[src/rtl/qa_drv_prim_filter_gate_pkg.sv]
// Shared types and the address-to-bucket hash for the filter-gated request driver.
package qa_drv_prim_filter_gate_pkg;

   localparam int unsigned MAX_BUCKET_W = 16;
   localparam int unsigned MAX_TAG_W    = 16;
   localparam int unsigned HASH_ADDR_W  = 64;

   typedef logic [MAX_BUCKET_W-1:0] t_bucket_idx;
   typedef logic [MAX_TAG_W-1:0]    t_tag;

   typedef enum logic {
      HOLD_EMPTY = 1'b0,
      HOLD_FULL  = 1'b1
   } t_hold_state;

   // Folds the two lowest bw-bit address fields together; callers size-cast to their bucket width.
   function automatic t_bucket_idx bucket_hash(input logic [HASH_ADDR_W-1:0] addr,
                                               input int unsigned bw);
      t_bucket_idx mask;
      mask = (t_bucket_idx'(1) << bw) - t_bucket_idx'(1);
      return t_bucket_idx'(addr ^ (addr >> bw)) & mask;
   endfunction

endpackage

[src/rtl/qa_drv_prim_tag_pool.sv]
// Completion-tag pool: busy bitmap with a lowest-free-tag priority encoder.
module qa_drv_prim_tag_pool
   import qa_drv_prim_filter_gate_pkg::*;
#(
   parameter int unsigned N_TAGS = 32,
   parameter int unsigned TW     = $clog2(N_TAGS)
) (
   input  logic              clk,
   input  logic              resetb,
   input  logic              alloc_i,
   output logic [TW-1:0]     alloc_tag_o,
   output logic              any_free_o,
   input  logic              free_i,
   input  logic [TW-1:0]     free_tag_i,
   output logic [N_TAGS-1:0] busy_o
);

   logic [N_TAGS-1:0] busy_q, busy_d;
   t_tag              lowestFree;

   // Scanning downward leaves the lowest clear bit as the final winner.
   always_comb begin
      lowestFree = '0;
      for (int i = N_TAGS - 1; i >= 0; i--) begin
         if (!busy_q[i]) lowestFree = t_tag'(i);
      end
   end

   always_comb begin
      busy_d = busy_q;
      if (free_i)  busy_d[free_tag_i]  = 1'b0;
      if (alloc_i) busy_d[alloc_tag_o] = 1'b1;
   end

   always_ff @(posedge clk or negedge resetb) begin
      if (!resetb) busy_q <= '0;
      else         busy_q <= busy_d;
   end

   assign alloc_tag_o = TW'(lowestFree);
   assign any_free_o  = ~&busy_q;
   assign busy_o      = busy_q;

endmodule

[src/rtl/qa_drv_prim_filter_gate.sv]
// Issue-side driver for a counting filter: holds one request, gates issue on bucket
// occupancy, allocates completion tags and drives the filter insert/remove ports.
module qa_drv_prim_filter_gate
   import qa_drv_prim_filter_gate_pkg::*;
#(
   parameter int unsigned N_BUCKETS  = 16,
   parameter int unsigned N_TAGS     = 32,
   parameter int unsigned ADDR_WIDTH = 32
) (
   input  logic                           clk,
   input  logic                           resetb,
   input  logic                           req_valid,
   output logic                           req_ready,
   input  logic [ADDR_WIDTH-1:0]          req_addr,
   output logic                           issue_valid,
   input  logic                           issue_ready,
   output logic [ADDR_WIDTH-1:0]          issue_addr,
   output logic [$clog2(N_TAGS)-1:0]      issue_tag,
   input  logic                           rsp_valid,
   input  logic [$clog2(N_TAGS)-1:0]      rsp_tag,
   output logic [$clog2(N_BUCKETS)-1:0]   filt_test_req,
   input  logic                           filt_test_notFull,
   output logic [$clog2(N_BUCKETS)-1:0]   filt_insert,
   output logic                           filt_insert_en,
   output logic [$clog2(N_BUCKETS)-1:0]   filt_remove,
   output logic                           filt_remove_en,
   output logic [$clog2(N_TAGS+1)-1:0]    outstanding,
   output logic                           idle,
   output logic                           err_bad_tag
);

   localparam int unsigned BW = $clog2(N_BUCKETS);
   localparam int unsigned TW = $clog2(N_TAGS);
   localparam int unsigned CW = $clog2(N_TAGS + 1);

   logic                  running_q;
   t_hold_state           holdState_q, holdState_d;
   logic [ADDR_WIDTH-1:0] holdAddr_q, holdAddr_d;
   logic [BW-1:0]         holdBucket_q, holdBucket_d;
   logic [CW-1:0]         outstanding_q, outstanding_d;
   logic                  errBadTag_q;
   logic [BW-1:0]         tagTable_q [N_TAGS];

   logic [BW-1:0]         reqBucket;
   logic [TW-1:0]         allocTag;
   logic [N_TAGS-1:0]     tagBusy;
   logic                  anyFree;
   logic                  reqFire, issueFire, rspHit, rspBad;

   assign reqBucket = BW'(bucket_hash(HASH_ADDR_W'(req_addr), BW));

   // running_q keeps req_ready low while reset is held and rises on the first edge after release.
   assign issue_valid = (holdState_q == HOLD_FULL) && filt_test_notFull && anyFree;
   assign issueFire   = issue_valid && issue_ready;
   assign req_ready   = running_q && ((holdState_q == HOLD_EMPTY) || issueFire);
   assign reqFire     = req_valid && req_ready;
   assign rspHit      = rsp_valid && tagBusy[rsp_tag];
   assign rspBad      = rsp_valid && !tagBusy[rsp_tag];

   assign issue_addr     = holdAddr_q;
   assign issue_tag      = allocTag;
   assign filt_test_req  = holdBucket_q;
   assign filt_insert    = holdBucket_q;
   assign filt_insert_en = issueFire;
   assign filt_remove    = tagTable_q[rsp_tag];
   assign filt_remove_en = rspHit;
   assign outstanding    = outstanding_q;
   assign idle           = (holdState_q == HOLD_EMPTY) && (outstanding_q == '0);
   assign err_bad_tag    = errBadTag_q;

   qa_drv_prim_tag_pool #(
      .N_TAGS (N_TAGS),
      .TW     (TW)
   ) u_tag_pool (
      .clk         (clk),
      .resetb      (resetb),
      .alloc_i     (issueFire),
      .alloc_tag_o (allocTag),
      .any_free_o  (anyFree),
      .free_i      (rspHit),
      .free_tag_i  (rsp_tag),
      .busy_o      (tagBusy)
   );

   // A new request can land in the same cycle the held one issues, keeping the register FULL.
   always_comb begin
      holdState_d  = holdState_q;
      holdAddr_d   = holdAddr_q;
      holdBucket_d = holdBucket_q;
      if (reqFire) begin
         holdState_d  = HOLD_FULL;
         holdAddr_d   = req_addr;
         holdBucket_d = reqBucket;
      end else if (issueFire) begin
         holdState_d  = HOLD_EMPTY;
      end
   end

   always_comb begin
      outstanding_d = outstanding_q;
      if (issueFire && !rspHit)      outstanding_d = outstanding_q + CW'(1);
      else if (!issueFire && rspHit) outstanding_d = outstanding_q - CW'(1);
   end

   always_ff @(posedge clk or negedge resetb) begin
      if (!resetb) begin
         running_q     <= 1'b0;
         holdState_q   <= HOLD_EMPTY;
         holdAddr_q    <= '0;
         holdBucket_q  <= '0;
         outstanding_q <= '0;
         errBadTag_q   <= 1'b0;
      end else begin
         running_q     <= 1'b1;
         holdState_q   <= holdState_d;
         holdAddr_q    <= holdAddr_d;
         holdBucket_q  <= holdBucket_d;
         outstanding_q <= outstanding_d;
         if (rspBad) errBadTag_q <= 1'b1;
      end
   end

   // Entries are only read for busy tags, so the table needs no reset.
   always_ff @(posedge clk) begin
      if (issueFire) tagTable_q[allocTag] <= holdBucket_q;
   end

endmodule

[config.mk]
export PLATFORM = sky130hd
export DESIGN_NAME = qa_drv_prim_filter_gate
export DESIGN_NICKNAME = d
export VERILOG_FILES = /design/src/rtl/qa_drv_prim_filter_gate_pkg.sv /design/src/rtl/qa_drv_prim_tag_pool.sv /design/src/rtl/qa_drv_prim_filter_gate.sv
export SDC_FILE = /design/constraint.sdc
export NUM_CORES = 1
export LEC_CHECK = 0
export BUFFER_PORTS_ARGS = -buffer_cell sky130_fd_sc_hd__clkbuf_2
export CAP_MARGIN = 20
export CORE_ASPECT_RATIO = 0.9
export CORE_MARGIN = 2
export CORE_UTILIZATION = 53
export CTS_CLUSTER_SIZE = 8
export DETAILED_ROUTE_END_ITERATION = 8
export PLACE_DENSITY = 0.76
export SLEW_MARGIN = 0
export SYNTH_ARGS = -nofsm -noshare
export SYNTH_HDL_FRONTEND = slang
export SYNTH_HIERARCHICAL = 1
export SYNTH_SLANG_ARGS = --single-unit
[constraint.sdc]
create_clock -name clk -period 2.6 [get_ports clk]
set_clock_uncertainty 0.05 [all_clocks]
set_input_delay 0.52 -clock clk [delete_from_list [all_inputs] [get_ports clk]]
set_output_delay 0.52 -clock clk [all_outputs]
set_load 0.02 [all_outputs]
Word level (Yosys, flattened, before mapping)

Memories as Yosys holds them, arrays and structs flattened.
Cells that the tools add are included.

Bits in registers: 77
Bits in latches: 0
Bits in writable memories: 128
ROM bits: 0
Output and inout port bits: 61
Word-level logic and storage cells: 86
Memories: 1

Memories:

| name       | words | bits a word | read ports | clocked after memory_dff | write ports | RTL line                      | source |
|---|---|---|---|---|---|---|---|
| tagTable_q | 32    | 4           | 1          | 0                        | 1           | qa_drv_prim_filter_gate.sv:42 | `logic [BW-1:0] tagTable_q [N_TAGS];` |

Add/subtract/negate cells: 2
$mul: 0
Div/mod/pow operators: 0
Order comparisons: 4
Equality and inequality tests: 0
Shifts and indexed selects: 0
Mux-type cells: 46
Bitwise operators: 5
Reductions and logical operators: 21

Operator list:

| operator            | count |
|---|---|
| $mux 5              | 32 |
| $mux 32             | 2 |
| $and 32x32->32      | 1 |
| $not 32->32         | 1 |
| $or 32x32->32       | 1 |
| $reduce_and 32->1   | 1 |
| $logic_and 1x1->1   | 12 |
| $lt 5x6->1 const B  | 2 |
| $mux 6              | 2 |
| $demux 1 s5         | 2 |
| $ge 5x1->1 const B  | 2 |
| $mux 1              | 7 |
| $add 6x1->6 const B | 1 |
| $logic_not 6->1     | 1 |
| $sub 6x1->6 const B | 1 |
| $bmux 1 s5          | 1 |
| $logic_not 1->1     | 4 |
| $reduce_bool 2->1   | 2 |
| $xor 4x4->4         | 1 |
| $logic_or 1x1->1    | 1 |
| $not 1->1           | 1 |

Longest topological paths before layout

Gate-level depths: netlist (run 1).

Depth after elaboration: 38
Mapped depth: 16

By module

The synthesis (run 1) kept the hierarchy.

Modules (own cells, without submodules):

| module                  | instances | cells an instance | area each (um2) | seq. area each (um2) |
|---|---|---|---|---|
| qa_drv_prim_filter_gate | 1         | 419               | 7,328.3         | 4,969.8 |
| qa_drv_prim_tag_pool    | 1         | 211               | 1,886.8         | 800.8 |

Worst setup path before layout (run 1)

No wires, ideal clock.

Kind: input to register
Start: input rsp_tag[1]
End: register outstanding_q[5], in the netlist outstanding[5]
Library setup time: 80 ps
Data arrival time: 3,243 ps
Setup slack: -772 ps
Cell stages on the path: 16
Cells stage by stage: buf_2 -> buf_2 -> buf_4 -> mux2i_1 -> a22oi_1 -> nand3_1 -> nand2_1 -> o21ai_1 -> ha_1 -> inv_1 -> ha_1 -> a21o_1 -> a21oi_1 -> or4_1 -> nand3_1 -> xor2_1

Cells in the longest elaborated chain, start to end: 6
Elaborated cells between the ends (all ways): 8
Those cells by class: mux: 3; reduce/logical: 5

Ends and longest elaborated chain:

| what                                               | RTL line                       | source |
|---|---|---|
| start: declaration                                 | qa_drv_prim_filter_gate.sv:20  | `input logic [$clog2(N_TAGS)-1:0] rsp_tag,` |
| $bmux 1 s5 *                                       | qa_drv_prim_filter_gate.sv:57  | `assign rspHit = rsp_valid && tagBusy[rsp_tag];` |
| $mux 1 (implied by the code) *                     | qa_drv_prim_filter_gate.sv:57  |  |
| $logic_and 1x1->1 *                                | qa_drv_prim_filter_gate.sv:57  |  |
| $logic_not 1->1                                    | qa_drv_prim_filter_gate.sv:101 | `if (issueFire && !rspHit) outstanding_d = outstanding_q + CW'(1);` |
| $logic_and 1x1->1                                  | qa_drv_prim_filter_gate.sv:101 |  |
| $mux 6 / $reduce_bool 2->1 (equally long branches) | n/a                            |  |
| end signal: assignment                             | qa_drv_prim_filter_gate.sv:118 | `outstanding_q <= outstanding_d;` |
| end: declaration                                   | qa_drv_prim_filter_gate.sv:40  | `logic [CW-1:0] outstanding_q, outstanding_d;` |

Every way passes the cells marked *; elsewhere a longest branch is shown, timed or not. The select of a mux whose other input is x is not followed.
A chain may end at the register's enable or synchronous reset.

Final worst setup path (run 1)

Start: memory tagTable_q[3][2] (netlist name)
End: output filt_remove[2]

Cells in the longest elaborated chain, start to end: 1

Ends and longest elaborated chain:

| what               | RTL line                      | source |
|---|---|---|
| start: declaration | qa_drv_prim_filter_gate.sv:42 |  |
| $mem_v2 32x4       | n/a                           |  |
| end: declaration   | qa_drv_prim_filter_gate.sv:25 | `output logic [$clog2(N_BUCKETS)-1:0] filt_remove,` |

No other way between the ends.

==> results of run 1 <==
[sequential cells by signal, indices dropped and copies added, names as in the netlist]
register and flops:
tagTable_q 128, issue_addr 32, u_tag_pool/busy_o 32, outstanding 6, filt_insert 4, err_bad_tag 1
holdState_q 1, running_q 1
[stage by stage]
stage	setup TNS [ps]	std cells	area, µm²	total power [mW]	utilization
after floorplan	-578	630	9350	5.62	-
after global placement	-4230	1081	11100	6.73	0.654
after detailed placement	-5790	1081	11100	6.84	0.654
after CTS	-2310	1158	12500	10.7	0.738
after global routing	-12520	1166	13100	11.6	0.774
final	-10170	1166	13100	11.3	0.774
[power by group through the flow]
stage / clock network, mW / registers (mW) / logic, mW
3_3_place_gp: 0 / 4.17 / 2.56
4_1_cts: 3.48 / 4.14 / 3.06
5_1_grt: 3.64 / 4.22 / 3.70
3_5_place_dp: 0 / 4.18 / 2.66
2_1_floorplan: 0 / 4.44 / 1.18
6_report: 3.50 / 4.20 / 3.60
[cell families after synthesis]
logic type | synth area share
flip-flops | 0.626
AND/OR/NAND/NOR | 0.0946
AO/OA/AOI/OAI | 0.0783
multiplexers | 0.161
buffers and inverters | 0.0217
XOR/XNOR | 0.00855
adder cells (fa/ha/maj) | 0.00896
other | 0.000407
[per-layer routing]
| layer | wire, µm | global-route usage | vias up |
|---|---|---|---|
| met1 | 11000 | 0.376 | 3749 |
| met4 | 1680 | 0.139 | 0 |
| met3 | 3000 | 0.0746 | 153 |
| met2 | 15400 | 0.505 | 623 |
| li1 | - | - | 3019 |
| met5 | 0 | 0 | - |
[cells in the mapped netlist (5+ instances only)]
cell type	instances	area, µm²
sky130_fd_sc_hd__nand2b_1	5	31.3
sky130_fd_sc_hd__nand3b_1	12	90.1
sky130_fd_sc_hd__nand3_1	16	80.1
sky130_fd_sc_hd__mux4_2	38	856
sky130_fd_sc_hd__clkbuf_1	7	26.3
sky130_fd_sc_hd__o21ai_1	14	70.1
sky130_fd_sc_hd__edfxtp_1	128	3840
sky130_fd_sc_hd__inv_1	13	48.8
sky130_fd_sc_hd__mux2i_1	16	160
sky130_fd_sc_hd__o31ai_1	21	158
sky130_fd_sc_hd__a21oi_1	12	60.1
sky130_fd_sc_hd__nor2_1	40	150
sky130_fd_sc_hd__buf_1	6	22.5
sky130_fd_sc_hd__mux2_2	37	417
sky130_fd_sc_hd__nor2b_1	6	37.5
sky130_fd_sc_hd__xnor2_1	7	61.3
sky130_fd_sc_hd__o21ai_0	45	225
sky130_fd_sc_hd__ha_1	5	62.6
sky130_fd_sc_hd__buf_4	5	37.5
sky130_fd_sc_hd__nand2_1	35	131
sky130_fd_sc_hd__dfrtp_1	77	1930
sky130_fd_sc_hd__nand4_1	9	56.3
sky130_fd_sc_hd__or3b_2	5	43.8
[how the worst min path moves through the flow]
stage                            endpoint  slack [ps]  cells after the start
3_3_place_gp      err_bad_tag$_DFFE_PN0P_         410                      2
3_5_place_dp      err_bad_tag$_DFFE_PN0P_         420                      2
2_1_floorplan     err_bad_tag$_DFFE_PN0P_         170                      0
5_1_grt        issue_addr[23]$_DFFE_PN0P_         160                      2
4_1_cts        issue_addr[15]$_DFFE_PN0P_         150                      2
6_report       issue_addr[15]$_DFFE_PN0P_         150                      2
[layout make-up]
type,count,share of cell area
multi-input combinational,386,0.291
tap,235,0.0224
inverter,13,0.00429
clock inverter,1,0.00153
clock buffer,49,0.0618
sequential,205,0.441
timing repair buffer,277,0.178
[worst register-to-register path: stages, from the launching register on]
cell	delay, ps
sky130_fd_sc_hd__dfrtp_1	410
sky130_fd_sc_hd__nand4_1	270
sky130_fd_sc_hd__nor4_4	450
sky130_fd_sc_hd__nand2_4	130
sky130_fd_sc_hd__and4_4	200
sky130_fd_sc_hd__ha_4	190
sky130_fd_sc_hd__inv_8	80
sky130_fd_sc_hd__ha_4	200
sky130_fd_sc_hd__a21o_1	170
sky130_fd_sc_hd__a21oi_2	170
sky130_fd_sc_hd__buf_4	160
sky130_fd_sc_hd__o21ai_2	60
sky130_fd_sc_hd__nand3_2	110
sky130_fd_sc_hd__xor2_1	180
[what timing repair did]
action	4_1_cts	5_1_grt
setup buffers	25	17
cloned	2	1
pin swaps	25	49
gates resized for setup	89	147
endpoints found under the hold margin	34	0
hold buffers	1	0
endpoints found under the setup margin	81	151
==> out/metrics.yaml, run 1 <==
status: "finished with violations"
failed_checks: "negative setup slack"
finalNetCount: 961
timing_max_transition_violations_final: 0
total_leakage_power_nw: 5.19
fin_crit_sh: 1.17
layout_min_cycle_time_ps: 3030
worstPathArrival_ps: 2460
clkLatencyLatePin_ps: 550
setup.reg_to_reg.worst_slack_ps: -300
die_width_um: 143
cellInternalPower_mw: 7.51
ys_seq_area_frac: 0.626
pin_count_of_the_biggest_net_entering_global_routing: 44
post_detailed_route_via_to_cell_ratio: 6.47
dieHeight_um: 129
ws_path_type: "register to output port"
first_global_vias: 7547
numPortBuffers: 103
synthesis.area_um2: 9220
synthDistinctLibCells: 58
final_common_cell: "sky130_fd_sc_hd__edfxtp_1"
synthesis.instances: 630
cp_slowest_stage_delay_ps: 560
count_of_h_tree_levels_built_during_cts: 1
timing.critical_path.to: "filt_remove[2]"
rr_worst_depth: 13
seq_power_share: 0.371
remaining_drc_errors: 0
post-route-worst-setup-slack_ps: -431
cts_max_path_buffers: 3
clk_transition_reported_paths_ps: 50
critPathLaunch: "tagTable_q[3][2]$_DFFE_PP_"
max_slew_margin: 0.454
cts_sinks: 205
setup_crit_start_kind: "register"
die_area_um2: 18500
vdd_ir_drop_max_mv: 0.688
antenna_diode_instance_count: 0
post_synth.cell_area_avg_um2: 14.6
synth_async_sr_flop_share: 0.376
antenna_found_initial: 0
root_buffer: "sky130_fd_sc_hd__clkbuf_16"
max_slew.worst_pin.slew_ps: 817
cap_viol_max_count: 0
initial_utilization: 0.544
postRouteAntennaNets: 0
worstReg2RegEnd: "outstanding[5]$_DFFE_PN0P_"
power_frac_comb: 0.319
drt-pass1-iter-count: 7
nFillCells: 854
critical_path_buf_inv_count: 1
place_ws_ps: -532
path_cells: "mux4_2 > mux4_2 > mux2_4 > buf_8"
rows: 45
cts-buffers-inserted: 29
cts_tree: "built"
synth_warn: 6
critPathCaptureType: "output port"
clock_power_share: 0.310
register_area_um2: 5780
grt.total_usage: 0.302
crit_path_frequent_cell: "sky130_fd_sc_hd__mux4_2"
synth_nets: 679
routed-via-count: 7544
register_bit_total_from_synthesis: 205
most-common-layout-cells: "sky130_fd_sc_hd__edfxtp_1, sky130_fd_sc_hd__buf_4, sky130_fd_sc_hd__clkbuf_2"
grt_pass1_wl_um: 42100
max_freq_mhz: 330
cp_top_family: "multiplexers"
final_weighted_congestion_in_routability_driven_placement: 0.951
worst-path-stages: 4
synth_enable_flop_cells: 128
area_delta_synth_final_pct: 42.3
top_level_ports: 104
maximum_fanout_along_the_worst_path: 1
worst_hold_path_type: "input pin to register"
placeable_core_region_um2: 16900
min_from: "req_addr[15]"
postSynth.topFlopCell: "sky130_fd_sc_hd__edfxtp_1"
finalHoldWorstSlack_ps: 151
routedWlPerCell_um: 26.6
r2r-start: "u_tag_pool/busy_o[10]$_DFF_PN0_"
switchingPower_mw: 3.79
switching_share: 0.336
area_of_the_multi_input_gates_um2: 3810
wirelength_um: 31000
timing.final.hold_violations: 0
cp_slowest_cell: "sky130_fd_sc_hd__mux4_2"
grt_setup_unrepaired: "true"
power_per_cell_area_nw_per_um2: 862
half_perimeter_wire_length_after_placement_um: 16900
setup-violations-final: 129
gr-total-overflow: 0
detailedRoute.firstIterationViolations: 984
cp_data_required_time_ps: 2030
final_layout_size_suffix_gt1_frac: 0.525
(Power assumes the default switching activity.)
==> inputs of run 2 (changes only) <==
- CORE_UTILIZATION: 53 -> 25
- PLACE_DENSITY: 0.76 -> 0.5
==> run 2 against run 1 <==
The run still ends with negative setup slack left; die area grew 110%; critical path depth is the same; sequential share of layout area shrank 1.0 points; wire length shrank 12%; via count shrank 11%; setup slack gained 48 ps; global-route usage shrank 16 points; first-iteration DRC count shrank 43%; critical endpoint is now filt_remove[1].
==> out/metrics.yaml, run 2 (synthesis gave the netlist of run 1 again) <==
status: "finished with violations"
failed_checks: "negative setup slack"
clk_transition_reported_paths_ps: 50  # about the same
cts-buffers-inserted: 30  # +3.4%
placeable_core_region_um2: 36300  # +110%
root_buffer: "sky130_fd_sc_hd__clkbuf_16"
setup-violations-final: 41  # -68%
drt-pass1-iter-count: 5  # -2
most-common-layout-cells: "sky130_fd_sc_hd__edfxtp_1, sky130_fd_sc_hd__buf_4, sky130_fd_sc_hd__clkbuf_2"
max_slew.worst_pin.slew_ps: 624  # -192 ps
grt_setup_unrepaired: "true"
r2r-start: "u_tag_pool/busy_o[6]$_DFF_PN0_"
power_per_cell_area_nw_per_um2: 849  # -1.5%
rows: 66  # +47%
half_perimeter_wire_length_after_placement_um: 18600  # +9.5%
detailedRoute.firstIterationViolations: 556  # -43%
post-route-worst-setup-slack_ps: -383  # +48.5 ps
clkLatencyLatePin_ps: 560  # about the same
cts_tree: "built"
max_slew_margin: 0.583  # +0.128
cp_data_required_time_ps: 2030  # about the same
wirelength_um: 27200  # -12%
routed-via-count: 6744  # -11%
initial_utilization: 0.254  # -0.290
antenna_diode_instance_count: 0  # unchanged
area_delta_synth_final_pct: 45.5
gr-total-overflow: 0  # unchanged
postLayoutCoreUtil: 0.370  # -0.404
setup_crit_start_kind: "register"
postRouteAntennaNets: 0  # unchanged
fin_total_pwr_mw: 11.4  # +0.73%
cap_viol_max_count: 0  # unchanged
total_leakage_power_nw: 5.18  # about the same
largest_reg_flops: 128  # unchanged
critPathLaunch: "tagTable_q[11][1]$_DFFE_PP_"
worst_hold_path_type: "input pin to register"
die_width_um: 206  # +44%
maximum_fanout_along_the_worst_path: 1  # unchanged
place_ws_ps: -516  # +16.8 ps
count_of_h_tree_levels_built_during_cts: 1  # unchanged
numPortBuffers: 103  # unchanged
first_global_vias: 6945  # -8.0%
fin_crit_sh: 1.15  # -0.0186
final_layout_size_suffix_gt1_frac: 0.519  # -0.00657
grt.total_usage: 0.143  # -0.159
post_detailed_route_via_to_cell_ratio: 4.77  # -26%
timing.final.hold_violations: 0  # unchanged
max_freq_mhz: 335  # +1.6%
ws_path_type: "register to output port"
critPathCaptureType: "output port"
final_common_cell: "sky130_fd_sc_hd__edfxtp_1"
vdd_ir_drop_max_mv: 0.566  # -18%
grt_pass1_wl_um: 41900  # -0.39%
antenna_found_initial: 0  # unchanged
regMostFlops: "tagTable_q"
cts_max_path_buffers: 3  # unchanged
top_level_ports: 104  # unchanged
final_weighted_congestion_in_routability_driven_placement: 0.854  # -10%
pin_count_of_the_biggest_net_entering_global_routing: 39  # -11%
cts_sinks: 205  # unchanged
timing_max_transition_violations_final: 0  # unchanged
worstPathArrival_ps: 2410  # -50 ps
dieHeight_um: 186  # +44%
routedWlPerCell_um: 19.3  # -28%
die_area_um2: 38400  # +110%
min_from: "req_addr[9]"
finalNetCount: 965  # +0.42%
remaining_drc_errors: 0  # unchanged
layout_min_cycle_time_ps: 2980  # -48.5 ps
run 2: changes by cell type in the layout (fill, tap and decap cells not counted), sizes merged:
cell    previous run  this run
buf              186       190
bufinv             0         2
bufbuf             0         1
clkbuf           139       138
clkinv             0         1
inv               14        13
run 2: final cells by class:
class	count	area (µm²)
inverters	13	56.3
fillers	3391	22800
multi-input cells	386	3740
clock buffers	50	826
repair buffers	280	2320
flip-flops and latches	205	5780
well taps	476	596
clock inverters	3	90.1
run 2: worst paths after layout:
path	endpoint	slack, ps	cells past startpoint
worst min-delay path	issue_addr[9]$_DFFE_PN0P_	140	2
worst max register to register	outstanding[5]$_DFFE_PN0P_	-100	16
worst min register to register	err_bad_tag$_DFFE_PN0P_	430	2
max in group asynchronous	issue_addr[21]$_DFFE_PN0P_	1570	3
worst max-delay path	filt_remove[1]	-380	4
min in group asynchronous	issue_addr[14]$_DFFE_PN0P_	360	2
run 2: where the power goes:
| part | internal (mW) | switching (mW) | leakage [nW] |
|---|---|---|---|
| Combinational | 1.61 | 1.90 | 2.63 |
| Sequential | 3.88 | 0.242 | 2.12 |
| Clock | 2.34 | 1.42 | 0.433 |
| Total | 7.82 | 3.56 | 5.18 |
run 2: metrics by stage:
stage | instance area [µm²] | TNS, ps | hold slack, ps | std cells
after floorplan | 9350 | -578 | 174 | 630
after global placement | 11300 | -8840 | 370 | 1311
after detailed placement | 11300 | -6720 | 374 | 1311
after CTS | 13000 | -4160 | 124 | 1406
after global routing | 13400 | -8560 | 124 | 1413
final | 13400 | -3620 | 144 | 1413
run 2: critical path, stage by stage (launching register included):
cell	delay, ps
sky130_fd_sc_hd__edfxtp_1	410
sky130_fd_sc_hd__mux4_2	540
sky130_fd_sc_hd__mux4_2	480
sky130_fd_sc_hd__mux2_4	290
sky130_fd_sc_hd__buf_8	130
run 2: metal layers:
metal	vias up	global-route usage	wire (µm)
li1	3028	-	-
met1	3375	0.213	12600
met2	299	0.207	11900
met3	42	0.0315	2250
met4	0	0.0394	464
met5	-	0	0
run 2: timing repair:
item,CTS,global route
setup buffers,41,20
resized for setup,106,95
setup endpoints to repair,60,147
hold buffers,1,0
pin swaps,28,48
hold endpoints to repair,18,0
cloned,1,0
==> inputs of run 3 (changes only) <==
- ABC_AREA: unset -> 1
==> run 3 against run 2 <==
The flow still finishes with violations (negative setup slack); largest power group unchanged; critical endpoint is now issue_tag[0]; first-iteration DRC count grew 2.7%; power grew 10%; setup slack lost 520 ps; combinational power grew 22%; global-route usage grew 0.67 points; cell area shrank 4.6%; non-clock buffer count shrank 58; synthesized cell count grew 61%; critical path type unchanged; core utilization shrank 2.8 points; synthesized area grew 3.1%; clock-buffer cell count is the same; hold slack lost 21 ps.
==> out/metrics.yaml, run 3 <==
timing.final.hold_violations: 0  # unchanged
cts_max_path_buffers: 3  # unchanged
maximum_fanout_along_the_worst_path: 2  # +1
dpl_cell_area_um2: 11400  # +0.66%
synth_nets: 1064  # +57%
grt_pass1_wl_um: 46200  # +10%
worst_hold_path_type: "input pin to register"
setup.reg_to_reg.worst_slack_ps: -650  # -550 ps
status: "finished with violations"
first_global_vias: 8100  # +17%
final_cell_count_no_fill: 1728  # +22%
setup_crit_start_kind: "register"
timing_max_transition_violations_final: 0  # unchanged
nFillCells: 3855  # +14%
rows: 67  # +1.5%
vdd_ir_drop_max_mv: 0.583  # +2.8%
routedWlPerCell_um: 16.9  # -12%
synth.cells.most_frequent: "sky130_fd_sc_hd__nand2_1, sky130_fd_sc_hd__edfxtp_1, sky130_fd_sc_hd__nand3_1"
crit_path_frequent_cell: "sky130_fd_sc_hd__nand2_1"
critPathCaptureType: "output port"
cts-buffers-inserted: 30  # unchanged
synthDistinctLibCells: 38  # -34%
numPortBuffers: 103  # unchanged
max_slew_margin: 0.619  # +0.0363
synth_top_area_frac: 0.405  # -0.0125
cts_tree: "built"
cp_slowest_stage_delay_ps: 370  # -170 ps
power_per_cell_area_nw_per_um2: 980  # +16%
cap_viol_max_count: 0  # unchanged
remaining_drc_errors: 0  # unchanged
gr-total-overflow: 0  # unchanged
pin_count_of_the_biggest_net_entering_global_routing: 65  # +67%
post_synth.cell_area_avg_um2: 9.36  # -36%
routed-via-count: 7906  # +17%
place_inst: 1664  # +27%
layout_min_cycle_time_ps: 3510  # +523 ps
initial_utilization: 0.254  # about the same
synth_warn: 6  # unchanged
synthesis.area_um2: 9500  # +3.1%
count_of_h_tree_levels_built_during_cts: 1  # unchanged
wirelength_um: 29300  # +7.5%
finalNetCount: 1273  # +32%
postRouteAntennaNets: 0  # unchanged
fin_total_pwr_mw: 12.5  # +10%
dieHeight_um: 189  # +1.5%
grt_setup_unrepaired: "true"
synth_async_sr_flop_share: 0.376  # unchanged
final_area_um2: 12800  # -4.6%
worstPathArrival_ps: 2940  # +530 ps
min_from: "req_addr[21]"
ys_seq_area_frac: 0.607  # -0.0187
failed_checks: "negative setup slack"
worstReg2RegEnd: "tagTable_q[20][3]$_DFFE_PP_"
yosys.cell_count.top_type: "sky130_fd_sc_hd__nand2_1"
half_perimeter_wire_length_after_placement_um: 19900  # +7.4%
postSynth.topFlopCell: "sky130_fd_sc_hd__edfxtp_1"
cp_data_required_time_ps: 2030  # about the same
synthesis.instances: 1015  # +61%
post-route-worst-setup-slack_ps: -905  # -523 ps
ys_top_cells_by_area: "sky130_fd_sc_hd__edfxtp_1, sky130_fd_sc_hd__dfrtp_1, sky130_fd_sc_hd__nand2_1, sky130_fd_sc_hd__nand3_1, sky130_fd_sc_hd__nor2_1"
total_leakage_power_nw: 5.41  # +4.3%
root_buffer: "sky130_fd_sc_hd__clkbuf_16"
die_area_um2: 39600  # +3.0%
ws_path_type: "register to output port"
grt.total_usage: 0.149  # +0.00672
clk_transition_reported_paths_ps: 50  # about the same
final_layout_size_suffix_gt1_frac: 0.285  # -0.234
placeable_core_region_um2: 37400  # +3.1%
antenna_found_initial: 0  # unchanged
die_width_um: 209  # +1.5%
synth_area_leader_cell: "sky130_fd_sc_hd__edfxtp_1"
max_freq_mhz: 285  # -15%
detailedRoute.firstIterationViolations: 571  # +2.7%
final_weighted_congestion_in_routability_driven_placement: 0.840  # -1.5%
cp_slowest_cell: "sky130_fd_sc_hd__dfrtp_1"
regMostFlops: "tagTable_q"
rr_worst_depth: 38  # +22
max_slew.worst_pin.slew_ps: 570  # -54.8 ps
largest_reg_flops: 128  # unchanged
drt-pass1-iter-count: 8  # +3
whs_endpoint: "issue_addr[21]$_DFFE_PN0P_"
post_detailed_route_via_to_cell_ratio: 4.58  # -4.1%
most-common-layout-cells: "sky130_fd_sc_hd__nand2_1, sky130_fd_sc_hd__edfxtp_1, sky130_fd_sc_hd__nand3_1"
antenna_diode_instance_count: 0  # unchanged
top_level_ports: 104  # unchanged
setup-violations-final: 151  # +270%
area_delta_synth_final_pct: 34.7
synth_enable_flop_cells: 128  # unchanged
register_bit_total_from_synthesis: 205  # unchanged
clkLatencyLatePin_ps: 550  # about the same
r2r-start: "u_tag_pool/busy_o[30]$_DFF_PN0_"
final_common_cell: "sky130_fd_sc_hd__nand2_1"
cts_sinks: 205  # unchanged
fin_crit_sh: 1.35  # +0.201
min_path_cells: 3  # +1
==> run 3: cell count changes after synthesis, moves of 14 or more <==
cell | previous run | this run
sky130_fd_sc_hd__mux2_2 | 37 | 0
sky130_fd_sc_hd__buf_2 | 4 | 18
sky130_fd_sc_hd__nand2_1 | 35 | 382
sky130_fd_sc_hd__mux2i_1 | 16 | 0
sky130_fd_sc_hd__mux4_2 | 38 | 0
sky130_fd_sc_hd__a21oi_1 | 12 | 27
sky130_fd_sc_hd__nand3_1 | 16 | 114
sky130_fd_sc_hd__inv_1 | 13 | 27
sky130_fd_sc_hd__nor2_1 | 40 | 86
==> run 3: final cells by class <==
cell class	count	area [µm²]	share of cell area
Sequential cell	205	5770	0.451
Clock buffer	50	836	0.0653
Inverter	33	143	0.0111
Multi-Input combinational cell	732	3770	0.294
Tap cell	483	604	0.0472
Clock inverter	3	51.3	0.00401
Timing Repair Buffer	222	1620	0.127
==> run 3: cell families (layout without fill, tap and decap cells) <==
family,count (synthesis),in the layout,share of synthesized area
AOI/OAI and AO/OA,96,96,0.0555
DFF,205,205,0.607
buffers and inverters,78,308,0.0404
xor gates and xnor gates,7,7,0.00645
other,1,1,0.000395
and+or+nand+nor,622,622,0.281
adders and majority gates,6,6,0.00869
==> run 3: critical path, delay by kind of cell (launching register included) <==
family | cells | cell delay, ps
buffers and inverters | 3 | 270
DFF | 1 | 370
and+or+nand+nor | 31 | 1750
==> run 3: per-stage QoR <==
step	util	setup WS, ps	TNS, ps	hold slack (ps)
2_1_floorplan	-	-358	-44840	174
3_3_place_gp	0.305	-504	-65450	405
3_5_place_dp	0.305	-458	-58460	416
4_1_cts	0.342	-931	-77900	106
5_1_grt	0.342	-1200	-117370	119
6_report	0.342	-905	-71470	124
==> run 3: report_power, final <==
| part | leakage (nW) | internal (mW) | switching [mW] | total (mW) |
|---|---|---|---|---|
| clock network | 0.424 | 2.26 | 1.41 | 3.67 |
| logic | 2.84 | 1.52 | 2.76 | 4.28 |
| registers | 2.14 | 4.20 | 0.404 | 4.61 |
==> run 3: layer usage <==
metal	GRT usage	part of all wire
met5	0	0
met4	0.0303	0.015
met3	0.0350	0.072
met2	0.225	0.43
met1	0.219	0.49
==> run 3: worst max-delay path by stage <==
stage                                               start                          end  depth (start not counted)
after floorplan           u_tag_pool/busy_o[31]$_DFF_PN0_  tagTable_q[13][0]$_DFFE_PP_                         37
final                     u_tag_pool/busy_o[30]$_DFF_PN0_                 issue_tag[0]                         34
after global placement    u_tag_pool/busy_o[31]$_DFF_PN0_  tagTable_q[13][3]$_DFFE_PP_                         37
after CTS                 u_tag_pool/busy_o[31]$_DFF_PN0_                 issue_tag[0]                         35
after detailed placement  u_tag_pool/busy_o[31]$_DFF_PN0_  tagTable_q[13][2]$_DFFE_PP_                         37
after global routing      u_tag_pool/busy_o[31]$_DFF_PN0_                 issue_tag[0]                         35
==> run 3: repair_timing <==
item                                   in CTS  in global routing
pin swaps                                  19                 10
buffers inserted                           15                  0
hold buffers                                1                  0
resized for setup                          91                 23
endpoints found under the hold margin      29                  0
gates cloned                                0                  0
setup endpoints to repair                 158                176
